$ cat config.mk
export PLATFORM = sky130hd
export DESIGN_NAME = spi_byte_master_flat
export DESIGN_NICKNAME = d
export VERILOG_FILES = /design/src/rtl/spi_byte_master_if.sv /design/src/rtl/spi_byte_master.sv /design/src/flat_wrapper.sv
export SDC_FILE = /design/constraint.sdc
export NUM_CORES = 1
export LEC_CHECK = 0
export BUFFER_PORTS_ARGS = -buffer_cell sky130_fd_sc_hd__clkbuf_2
export CAP_MARGIN = 5
export CELL_PAD_IN_SITES_DETAIL_PLACEMENT = 0
export CELL_PAD_IN_SITES_GLOBAL_PLACEMENT = 1
export CORE_MARGIN = 2
export CORE_UTILIZATION = 46
export CTS_BUF_LIST = sky130_fd_sc_hd__clkbuf_4 sky130_fd_sc_hd__clkbuf_8
export CTS_CLUSTER_DIAMETER = 80
export DETAILED_ROUTE_END_ITERATION = 12
export PLACE_DENSITY = 0.82
export SYNTH_ARGS = -nofsm -noshare
export SYNTH_HDL_FRONTEND = slang
export SYNTH_SLANG_ARGS = --single-unit
$ cat constraint.sdc
create_clock -name clk -period 2.1 [get_ports clk]
set_input_delay 0.21 -clock clk [delete_from_list [all_inputs] [get_ports clk]]
set_output_delay 0.21 -clock clk [all_outputs]
set_load 0.02 [all_outputs]
$ cat src/rtl/spi_byte_master_if.sv
// Byte handshake between the command processor and the SPI byte engine.
// The master side issues bytes and the slave side (the engine) returns received bytes.
interface spi_byte_master_if;
  logic [7:0] i_tx_byte;
  logic       i_tx_dv;
  logic       o_tx_ready;
  logic [7:0] o_rx_byte;
  logic       o_rx_dv;

  modport master (
    output i_tx_byte,
    output i_tx_dv,
    input  o_tx_ready,
    input  o_rx_byte,
    input  o_rx_dv
  );

  modport slave (
    input  i_tx_byte,
    input  i_tx_dv,
    output o_tx_ready,
    output o_rx_byte,
    output o_rx_dv
  );
endinterface

$ cat src/rtl/spi_byte_master.sv
// SPI master engine: one byte out on MOSI (MSB first) and one byte in from MISO per request.
// Chip select is owned by the command processor; this block only runs SCLK/MOSI/MISO.
module spi_byte_master #(
  parameter int SPI_MODE          = 0,
  parameter int CLKS_PER_HALF_BIT = 2
) (
  input  logic                 clk,
  input  logic                 rstn,
  spi_byte_master_if.slave     host,
  output logic                 o_spi_clk,
  output logic                 o_spi_mosi,
  input  logic                 i_spi_miso
);

  localparam bit CPOL = ((SPI_MODE / 2) % 2) == 1;
  localparam bit CPHA = (SPI_MODE % 2) == 1;
  localparam int HW   = $clog2(CLKS_PER_HALF_BIT);

  typedef enum logic [1:0] {
    IDLE  = 2'd0,
    SHIFT = 2'd1,
    DONE  = 2'd2
  } state_t;

  state_t        state_reg;
  state_t        state_next;
  logic [4:0]    edge_cnt_reg;
  logic [HW-1:0] half_cnt_reg;
  logic          sclk_reg;
  logic          mosi_reg;
  logic [7:0]    tx_sr_reg;
  logic [7:0]    rx_sr_reg;
  logic [7:0]    rx_byte_reg;

  logic accept;
  logic last_half;
  logic edge_tick;
  logic lead_edge;
  logic sample_edge;
  logic shift_edge;

  always_ff @(posedge clk or negedge rstn) begin
    if (!rstn) begin
      state_reg <= IDLE;
    end else begin
      state_reg <= state_next;
    end
  end

  // DONE also accepts a request so back-to-back bytes need no idle cycle.
  always_comb begin
    state_next = state_reg;
    accept     = 1'b0;
    case (state_reg)
      IDLE: begin
        if (host.i_tx_dv) begin
          accept     = 1'b1;
          state_next = SHIFT;
        end
      end
      SHIFT: begin
        if (edge_cnt_reg == 5'd0) begin
          state_next = DONE;
        end
      end
      DONE: begin
        if (host.i_tx_dv) begin
          accept     = 1'b1;
          state_next = SHIFT;
        end else begin
          state_next = IDLE;
        end
      end
      default: state_next = IDLE;
    endcase
  end

  // edge_cnt counts down 16..1; an even remaining count marks an odd (leading) edge.
  assign last_half   = (half_cnt_reg == HW'(CLKS_PER_HALF_BIT - 1));
  assign edge_tick   = (state_reg == SHIFT) && (edge_cnt_reg != 5'd0) && last_half;
  assign lead_edge   = ~edge_cnt_reg[0];
  assign sample_edge = CPHA ? ~lead_edge : lead_edge;
  assign shift_edge  = CPHA ? lead_edge : (~lead_edge && (edge_cnt_reg != 5'd1));

  always_ff @(posedge clk or negedge rstn) begin
    if (!rstn) begin
      edge_cnt_reg <= 5'd0;
      half_cnt_reg <= '0;
      sclk_reg     <= CPOL;
      mosi_reg     <= 1'b0;
      tx_sr_reg    <= 8'h00;
      rx_sr_reg    <= 8'h00;
      rx_byte_reg  <= 8'h00;
    end else begin
      if (accept) begin
        edge_cnt_reg <= 5'd16;
        half_cnt_reg <= '0;
        if (CPHA) begin
          tx_sr_reg <= host.i_tx_byte;
        end else begin
          mosi_reg  <= host.i_tx_byte[7];
          tx_sr_reg <= {host.i_tx_byte[6:0], 1'b0};
        end
      end else if ((state_reg == SHIFT) && (edge_cnt_reg != 5'd0)) begin
        half_cnt_reg <= last_half ? '0 : half_cnt_reg + HW'(1);
        if (edge_tick) begin
          sclk_reg     <= ~sclk_reg;
          edge_cnt_reg <= edge_cnt_reg - 5'd1;
          if (sample_edge) begin
            rx_sr_reg <= {rx_sr_reg[6:0], i_spi_miso};
          end
          if (shift_edge) begin
            mosi_reg  <= tx_sr_reg[7];
            tx_sr_reg <= {tx_sr_reg[6:0], 1'b0};
          end
        end
      end else begin
        half_cnt_reg <= '0;
      end

      // Publish the byte as DONE is entered; it then holds until the next completion.
      if ((state_reg == SHIFT) && (edge_cnt_reg == 5'd0)) begin
        rx_byte_reg <= rx_sr_reg;
      end
    end
  end

  assign host.o_tx_ready = (state_reg != SHIFT);
  assign host.o_rx_dv    = (state_reg == DONE);
  assign host.o_rx_byte  = rx_byte_reg;
  assign o_spi_clk       = sclk_reg;
  assign o_spi_mosi      = mosi_reg;

endmodule

$ cat src/flat_wrapper.sv
// flat-port wrapper written by rule: the top's interface ports become plain ports
module spi_byte_master_flat 
#(
  parameter int SPI_MODE          = 0,
  parameter int CLKS_PER_HALF_BIT = 2
)
  (clk, rstn, o_spi_clk, o_spi_mosi, i_spi_miso, host_i_tx_byte, host_i_tx_dv, host_o_tx_ready, host_o_rx_byte, host_o_rx_dv);
  spi_byte_master_if host_i ();
  input  logic clk;
  input  logic rstn;
  output logic o_spi_clk;
  output logic o_spi_mosi;
  input  logic i_spi_miso;
  input wire logic [$bits(host_i.i_tx_byte)-1:0] host_i_tx_byte;
  input wire logic [$bits(host_i.i_tx_dv)-1:0] host_i_tx_dv;
  output wire logic [$bits(host_i.o_tx_ready)-1:0] host_o_tx_ready;
  output wire logic [$bits(host_i.o_rx_byte)-1:0] host_o_rx_byte;
  output wire logic [$bits(host_i.o_rx_dv)-1:0] host_o_rx_dv;
  assign host_i.i_tx_byte = host_i_tx_byte;
  assign host_i.i_tx_dv = host_i_tx_dv;
  assign host_o_tx_ready = host_i.o_tx_ready;
  assign host_o_rx_byte = host_i.o_rx_byte;
  assign host_o_rx_dv = host_i.o_rx_dv;
  spi_byte_master #(.SPI_MODE(SPI_MODE), .CLKS_PER_HALF_BIT(CLKS_PER_HALF_BIT)) u_core (.clk(clk), .rstn(rstn), .host(host_i), .o_spi_clk(o_spi_clk), .o_spi_mosi(o_spi_mosi), .i_spi_miso(i_spi_miso));
endmodule
Word-level counts from Yosys, hierarchy flattened. Index checks and enable logic that the tools add are counted.

RAM bits: 0. Input port bits: 12. Register bits: 34. Latch bits: 0. Output and inout port bits: 12. Word-level logic and storage cells: 55. Memory bits (read-only): 0. Memories: 0.

Shift operators: 0. Add/subtract/negate cells: 2. Muxes and demuxes: 20. Reduce and logical (&&, ||, !) cells: 16. Multipliers: 0. Order comparisons: 0. Equality and inequality tests: 6. Divide/modulo/power cells: 0. Bitwise logic cells: 3.

Operator list (count): two-way mux 8 bit (4); two-way mux 5 bit (3); two-way mux 1 bit (10); case mux 2 bit (3 select lines) (1); AND reduction 3 bit (2); nonzero test 2 bit (3); logical NOT 5 bit (1); inequality test 5 x 1 -> 1 bit, second input constant (1); nonzero test 5 bit (1); subtractor 5 x 1 -> 5 bit, second input constant (1); logical AND 1 bit (4); two-way mux 2 bit (2); inequality test 2 bit, second input constant (2); AND reduction 2 bit (2); AND reduction 4 bit (1); inverter 1 bit (3); == test 2 x 1 -> 1 bit, second input constant (1); == test 2 bit, second input constant (1); logical NOT 2 bit (1); inequality test 2 x 1 -> 1 bit, second input constant (1); OR reduction 2 bit (1); adder 1 bit, second input constant (1).

Longest topological paths before layout. Gate-level depths: netlist of run 1.

Depth in word-level cells: 6. Depth in mapped cells: 5. Mapped depth without buffers: 5.

Worst setup path before layout of run 1. OpenSTA, ideal clock, no wires.

Kind: flip-flop to flip-flop. Start: reg u_core.edge_cnt_reg[0]. End: reg u_core.rx_sr_reg[0]. Clock period less this slack: 1.788 ns. Path slack: 0.312 ns. Data required time: 1.975 ns. Path buffers: 0. Stages on the path, launching flop included: 6. Setup time: 0.125 ns. Arrival: 1.663 ns. Cells stage by stage: dfrtp_1 -> inv_1 -> ha_1 -> or4b_4 -> nand2_2 -> mux2_2.

Cells in the longest elaborated chain, start to end: 4. Elaborated cells on any way between the ends: 5. Those cells by class: bitwise: 1; reduce/logical: 4.

RTL lines: start, declared (line spi_byte_master.sv:27) `logic [4:0] edge_cnt_reg;`; start signal, assigned (line spi_byte_master.sv:108) `edge_cnt_reg <= edge_cnt_reg - 5'd1;`; nonzero test 5 bit (line spi_byte_master.sv:80, spi_byte_master.sv:104); logical AND 1 bit (line spi_byte_master.sv:80, spi_byte_master.sv:104); logical AND 1 bit (line spi_byte_master.sv:80) `assign edge_tick = (state_reg == SHIFT) && (edge_cnt_reg != 5'd0) && last_half;`; AND reduction 4 bit (no line) *; end signal, assigned (line spi_byte_master.sv:110) `rx_sr_reg <= {rx_sr_reg[6:0], i_spi_miso};`; end, declared (line spi_byte_master.sv:32) `logic [7:0] rx_sr_reg;`.

Mark *: on every way between the ends. The rest lies on a longest branch, timed or not. A chain may end at the register's enable or synchronous reset.

Worst setup path after layout of run 1. Ends and elaborated chain as after synthesis.

==> results of run 1 <==
## timing repair
action / 4_1_cts / 5_1_grt
endpoints found under the hold margin: 33 / 0
resized for setup: 0 / 0
hold buffers: 1 / 0
## cell families after synthesis
kind of cell	count (synthesis)	share of synthesized area (%)
buffers and inverters	14	3.70
multiplexers	18	14.1
AND/OR/NAND/NOR	29	13.1
XOR/XNOR	1	0.617
AO/OA/AOI/OAI	13	8.47
adder cells (fa/ha/maj)	2	1.76
flip-flops	33	58.2
## power by group
group	total (W)	internal [W]	switching [W]	leakage, nW
Sequential	0.000648	0.000643	0.00000514	0.423
Combinational	0.0000305	0.0000143	0.0000162	0.375
Clock	0.000349	0.000140	0.000209	0.0354
Total	0.00103	0.000798	0.000230	0.834
## cell usage after synthesis
cell	number
o31ai_1	1
o41ai_1	1
or4b_4	1
xor2_1	1
nand3b_1	1
nor2_1	10
nor4b_4	1
or3b_2	1
dfrtp_1	33
inv_1	13
nor2b_1	3
o41a_4	1
a22o_1	1
nor4b_1	1
and4bb_2	1
nor4_2	1
ha_1	2
o211ai_1	1
mux2i_1	2
o21ai_0	1
mux2_2	15
mux2_1	1
nand3_1	1
nand2b_1	1
clkbuf_1	1
a221oi_1	7
nand2_1	5
nand2_2	2
## through the flow
| step | instances | utilization (%) |
|---|---|---|
| after floorplan | 110 | - |
| after CTS | 175 | 54.8 |
| after global placement | 166 | 52.6 |
| after global routing | 175 | 54.8 |
| final | 175 | 54.8 |
| after detailed placement | 166 | 52.6 |
## routing by layer
layer	GRT usage, %	share of wire [%]
met1	20.4	46
met2	28.6	47
met3	6.11	4.9
met4	7.62	2.0
met5	0	0
## worst max path at each step
stage	startpoint	to	slack (ps)	cells past startpoint
finish	u_core.edge_cnt_reg[0]	u_core.rx_sr_reg[0]	160	5
global route	u_core.edge_cnt_reg[0]	u_core.host.o_rx_byte[6]	70	5
CTS	u_core.edge_cnt_reg[0]	u_core.rx_sr_reg[2]	160	5
detailed placement	u_core.edge_cnt_reg[0]	u_core.rx_sr_reg[0]	160	5
global placement	u_core.edge_cnt_reg[0]	u_core.rx_sr_reg[4]	230	5
floorplan	u_core.edge_cnt_reg[0]	u_core.rx_sr_reg[0]	310	5
## layout by cell type, fill, tap and decap left out, types with 2 or more instances in the layout
master,netlist,layout
clkinv_2,0,2
dfrtp_1,33,33
a221oi_1,7,7
nor2_1,10,10
clkbuf_2,0,23
mux2i_1,2,2
inv_1,13,13
clkbuf_4,0,6
nand2_1,5,5
nand2_2,2,2
mux2_2,15,15
nor2b_1,3,3
ha_1,2,2
## final cells by class
class | instances | share of cell area (%)
multi-input combinational | 63 | 32.9
timing repair buffer | 25 | 8.07
clock inverter | 2 | 0.609
sequential | 33 | 50.2
tap | 33 | 2.51
inverter | 13 | 2.97
clock buffer | 6 | 2.74
==> results.sh, run 1 <==
export IMPL_syn_inst=110
export IMPL_grt_pass1_wl_um=4400
export IMPL_grt_pass1_vias=997
export IMPL_dp_final_hpwl_um=1810
export IMPL_synth_warnings=0
export IMPL_hp_start="host_i_tx_byte[0]"
export IMPL_seq_area_frac_synth_pct=58.2
export IMPL_worstPathMaxFanout=9
export IMPL_syn_to_final_growth_pct=15.9
export IMPL_leakage_nw=0.834
export IMPL_portBuffers=23
export IMPL_worstRegToRegCells=5
export IMPL_crit_required_ps=2320
export IMPL_ys_seq_elements=33
export IMPL_synth_area_per_cell_um2=12.9
export IMPL_crit_chain="inv_1, ha_1, or4b_4, nand2_2, mux2_2"
export IMPL_tightest_slew_ps=777
export IMPL_ff_latch_area_um2=826
export IMPL_synth_top_area_share_pct=58.2
export IMPL_start_kind="flip-flop"
export IMPL_yosys_area_top_type="dfrtp_1"
export IMPL_cp_data_arrival_time_ps=2150
export IMPL_drc_errors=0
export IMPL_cp_top_family="simple AND/OR/NAND/NOR gates"
export IMPL_cts_tree="yes"
export IMPL_ant_nets=0
export IMPL_r2r_start="u_core.edge_cnt_reg[0]"
export IMPL_r2r_slack_ps=160
export IMPL_finClkSkew_ps=7.78
export IMPL_fillers=253
export IMPL_slew_viol_final=0
export IMPL_syn_area_um2=1420
export IMPL_slew_headroom_pct=48.2
export IMPL_final_cell_area_um2=1640
export IMPL_grt_overflow=0
export IMPL_antenna_found_initial=0
export IMPL_cts_buffer_depth=2
export IMPL_clock_latency_ps=330
export IMPL_dieArea_um2=3550
export IMPL_vias_per_cell=5.19
export IMPL_finalWirelength_um=2500
export IMPL_synth_area_leaders="dfrtp_1, mux2_2, a221oi_1, inv_1, nor2_1"
export IMPL_whs_ps=112
export IMPL_initialDrtViolationCount=48
export IMPL_grt_max_degree=34
export IMPL_period_needed_ps=1940
export IMPL_hold_depth=2
export IMPL_cts_sinks=33
export IMPL_pre_cts_ws_ps=163
export IMPL_cts_max_level=2
export IMPL_rsz0062_at_grt="no"
export IMPL_hold_violations=0
export IMPL_cpMaxStageDelayCell="or4b_4"
export IMPL_setup_viol=0
export IMPL_synth_net_count=124
export IMPL_grtUsageTotal_pct=17.3
export IMPL_num_antenna_cells=0
export IMPL_maxCapViolCount=0
export IMPL_max_stage_delay_ps=500
export IMPL_dieHeight_um=59.5
export IMPL_yosysUniqueCellTypes=28
export IMPL_crit_path_end_kind="flip-flop"
export IMPL_initial_core_util_pct=47.3
export IMPL_finalPower_w=0.00103
export IMPL_critPathKind="flip-flop to flip-flop"
export IMPL_rows=20
export IMPL_place_area_um2=1580
export IMPL_path_clk_slew_ps=100
export IMPL_final_period_utilization_pct=92.2
export IMPL_timing_rr_end="u_core.rx_sr_reg[0]"
export IMPL_die_w_um=59.5
export IMPL_status="finished, final reports clean"
export IMPL_hold_class="input port to flip-flop"
export IMPL_worst_path_buf_inv=1
export IMPL_cts_root_buf="clkbuf_4"
export IMPL_vias=909
export IMPL_peakVddDrop_mv=0.368
export IMPL_power_density_nw_per_um2=625
export IMPL_coreArea_um2=3000
export IMPL_multi_input_area_um2=541
export IMPL_gp_congestion=0.864
export IMPL_pin_count=24
export IMPL_drive_gt1_share_pct=38.7
export IMPL_cts_buffers=5
export IMPL_wire_per_inst_um=14.3
export IMPL_drt_pass1_iterations=3
export IMPL_max_freq_mhz=516
export IMPL_setup_ws_ps=164
export IMPL_cts_setup_buffers=0
export IMPL_fin_nets=155
export IMPL_hold_end="u_core.tx_sr_reg[1]"
export IMPL_tns_ps=0
Note: power is estimated with default switching activity, not from simulation.
==> inputs of run 2 (changes only) <==
--- a/config.mk
+++ b/config.mk
@@ -10,11 +10,11 @@
 export CELL_PAD_IN_SITES_DETAIL_PLACEMENT = 0
 export CELL_PAD_IN_SITES_GLOBAL_PLACEMENT = 1
 export CORE_MARGIN = 2
-export CORE_UTILIZATION = 46
+export CORE_UTILIZATION = 45
 export CTS_BUF_LIST = sky130_fd_sc_hd__clkbuf_4 sky130_fd_sc_hd__clkbuf_8
 export CTS_CLUSTER_DIAMETER = 80
 export DETAILED_ROUTE_END_ITERATION = 12
-export PLACE_DENSITY = 0.82
+export PLACE_DENSITY = 0.8
 export SYNTH_ARGS = -nofsm -noshare
 export SYNTH_HDL_FRONTEND = slang
 export SYNTH_SLANG_ARGS = --single-unit
==> run 2 against run 1 <==
Sequential share of layout area decreased by 0.79 points. Via count increased by 1.1%. Clock power about the same. Global-route usage decreased by 2.0 points. Setup slack got worse by 22 ps. Final area increased by 1.6%. Fmax decreased by 1.1%. Combinational power about the same. Non-clock buffer count increased by 1. Sequential cell count unchanged. Critical path type unchanged. Highest routed layer unchanged.
==> results.sh, run 2 (synthesized netlist as in run 1, its figures left out) <==
export IMPL_cts_root_buf="clkbuf_4"
export IMPL_power_density_nw_per_um2=614
export IMPL_gp_congestion=0.814
export IMPL_clock_latency_ps=340
export IMPL_num_antenna_cells=0
export IMPL_leakage_nw=0.826
export IMPL_slew_viol_final=0
export IMPL_finalPower_w=0.00103
export IMPL_dp_final_hpwl_um=1710
export IMPL_wire_per_inst_um=12.6
export IMPL_peakVddDrop_mv=0.524
export IMPL_status="finished, final reports clean"
export IMPL_coreArea_um2=3030
export IMPL_final_common_cell="dfrtp_1"
export IMPL_cts_setup_buffers=0
export IMPL_dieHeight_um=60.2
export IMPL_fin_util_pct=55.2
export IMPL_timing_rr_end="u_core.rx_sr_reg[1]"
export IMPL_fin_cells=187
export IMPL_drive_gt1_share_pct=39.2
export IMPL_vias=919
export IMPL_r2r_start="u_core.edge_cnt_reg[0]"
export IMPL_path_clk_slew_ps=100
export IMPL_drc_errors=0
export IMPL_grt_pass1_wl_um=3930
export IMPL_slew_headroom_pct=46.7
export IMPL_period_needed_ps=1960
export IMPL_cts_tree="yes"
export IMPL_crit_path_end_kind="flip-flop"
export IMPL_grt_max_degree=34
export IMPL_cts_buffer_depth=2
export IMPL_mostFrequentLayoutCells="dfrtp_1, clkbuf_2, mux2_2"
export IMPL_start_kind="flip-flop"
export IMPL_critPathKind="flip-flop to flip-flop"
export IMPL_cts_sinks=33
export IMPL_maxCapViolCount=0
export IMPL_placed_cells=178
export IMPL_hold_end="u_core.tx_sr_reg[1]"
export IMPL_hold_violations=0
export IMPL_hold_class="input port to flip-flop"
export IMPL_place_area_um2=1600
export IMPL_r2r_slack_ps=140
export IMPL_ant_nets=0
export IMPL_max_freq_mhz=511
export IMPL_finalWirelength_um=2350
export IMPL_initialDrtViolationCount=40
export IMPL_cp_startpoint="u_core.edge_cnt_reg[0]"
export IMPL_vias_per_cell=4.91
export IMPL_crit_required_ps=2330
export IMPL_grtUsageTotal_pct=15.4
export IMPL_final_period_utilization_pct=93.2
export IMPL_final_cell_area_um2=1670
export IMPL_fin_nets=156
export IMPL_finClkSkew_ps=7.05
export IMPL_tightest_slew_ps=799
export IMPL_grt_pass1_vias=897
export IMPL_syn_to_final_growth_pct=17.7
export IMPL_cp_data_arrival_time_ps=2180
export IMPL_drt_pass1_iterations=4
export IMPL_rows=20
export IMPL_setup_viol=0
export IMPL_die_w_um=60.2
export IMPL_rsz0062_at_grt="no"
export IMPL_portBuffers=23
export IMPL_cts_max_level=2
export IMPL_hp_start="host_i_tx_byte[0]"
export IMPL_tns_ps=0
export IMPL_grt_overflow=0
export IMPL_cts_buffers=5
export IMPL_initial_core_util_pct=46.9
export IMPL_worstRegToRegCells=5
export IMPL_dieArea_um2=3620
export IMPL_hold_depth=2
export IMPL_antenna_found_initial=0
export IMPL_worstPathMaxFanout=9
export IMPL_pin_count=24
[run 2: cell count changes in the layout (fill, tap and decap cells not counted)]
cell and delta:
clkinvlp_4 +3, clkinv_2 -2, clkbuf_4 -1, buf_4 +1
[run 2: layer usage]
layer | part of all wire, % | wire length (um) | GRT usage (%)
met3 | 4.8 | 112 | 6.49
met1 | 46 | 1080 | 17.5
met2 | 47 | 1110 | 25.6
met5 | 0 | 0 | 0
met4 | 2.2 | 51 | 5.71
[run 2: worst max path at each step]
stage	to	slack, ps
2_1_floorplan	u_core.rx_sr_reg[0]	310
4_1_cts	u_core.rx_sr_reg[1]	130
5_1_grt	u_core.tx_sr_reg[7]	50
3_3_place_gp	u_core.rx_sr_reg[5]	220
3_5_place_dp	u_core.rx_sr_reg[1]	170
6_report	u_core.rx_sr_reg[1]	140
[run 2: worst max-delay path, stage by stage (launching register included)]
cell	delay [ps]
dfrtp_1	410
inv_1	140
ha_1	230
or4b_4	490
nand2_2	210
mux2_2	370
[run 2: power breakdown]
group          internal [W]  leakage (nW)  switching (W)
Sequential         0.000643         0.423     0.00000522
Combinational     0.0000143         0.380      0.0000162
Clock              0.000129        0.0234       0.000218
[run 2: metrics by stage]
stage | setup WS, ps | hold WS (ps)
2_1_floorplan | 312 | -85.6
3_3_place_gp | 218 | 333
3_5_place_dp | 169 | 339
4_1_cts | 126 | 78.8
5_1_grt | 45.7 | 87.9
6_report | 142 | 94.8
[run 2: repair_timing]
item | in CTS | in global routing
hold buffers | 1 | 0
endpoints found under the hold margin | 33 | 0
resized for setup | 0 | 0
[run 2: area by class of cell]
type	count	area [um2]
well taps	44	55.1
multi-input cells	63	541
repair buffers	26	140
fillers	284	1360
clock inverters	3	22.5
flip-flops and latches	33	826
clock buffers	5	37.5
inverters	13	48.8
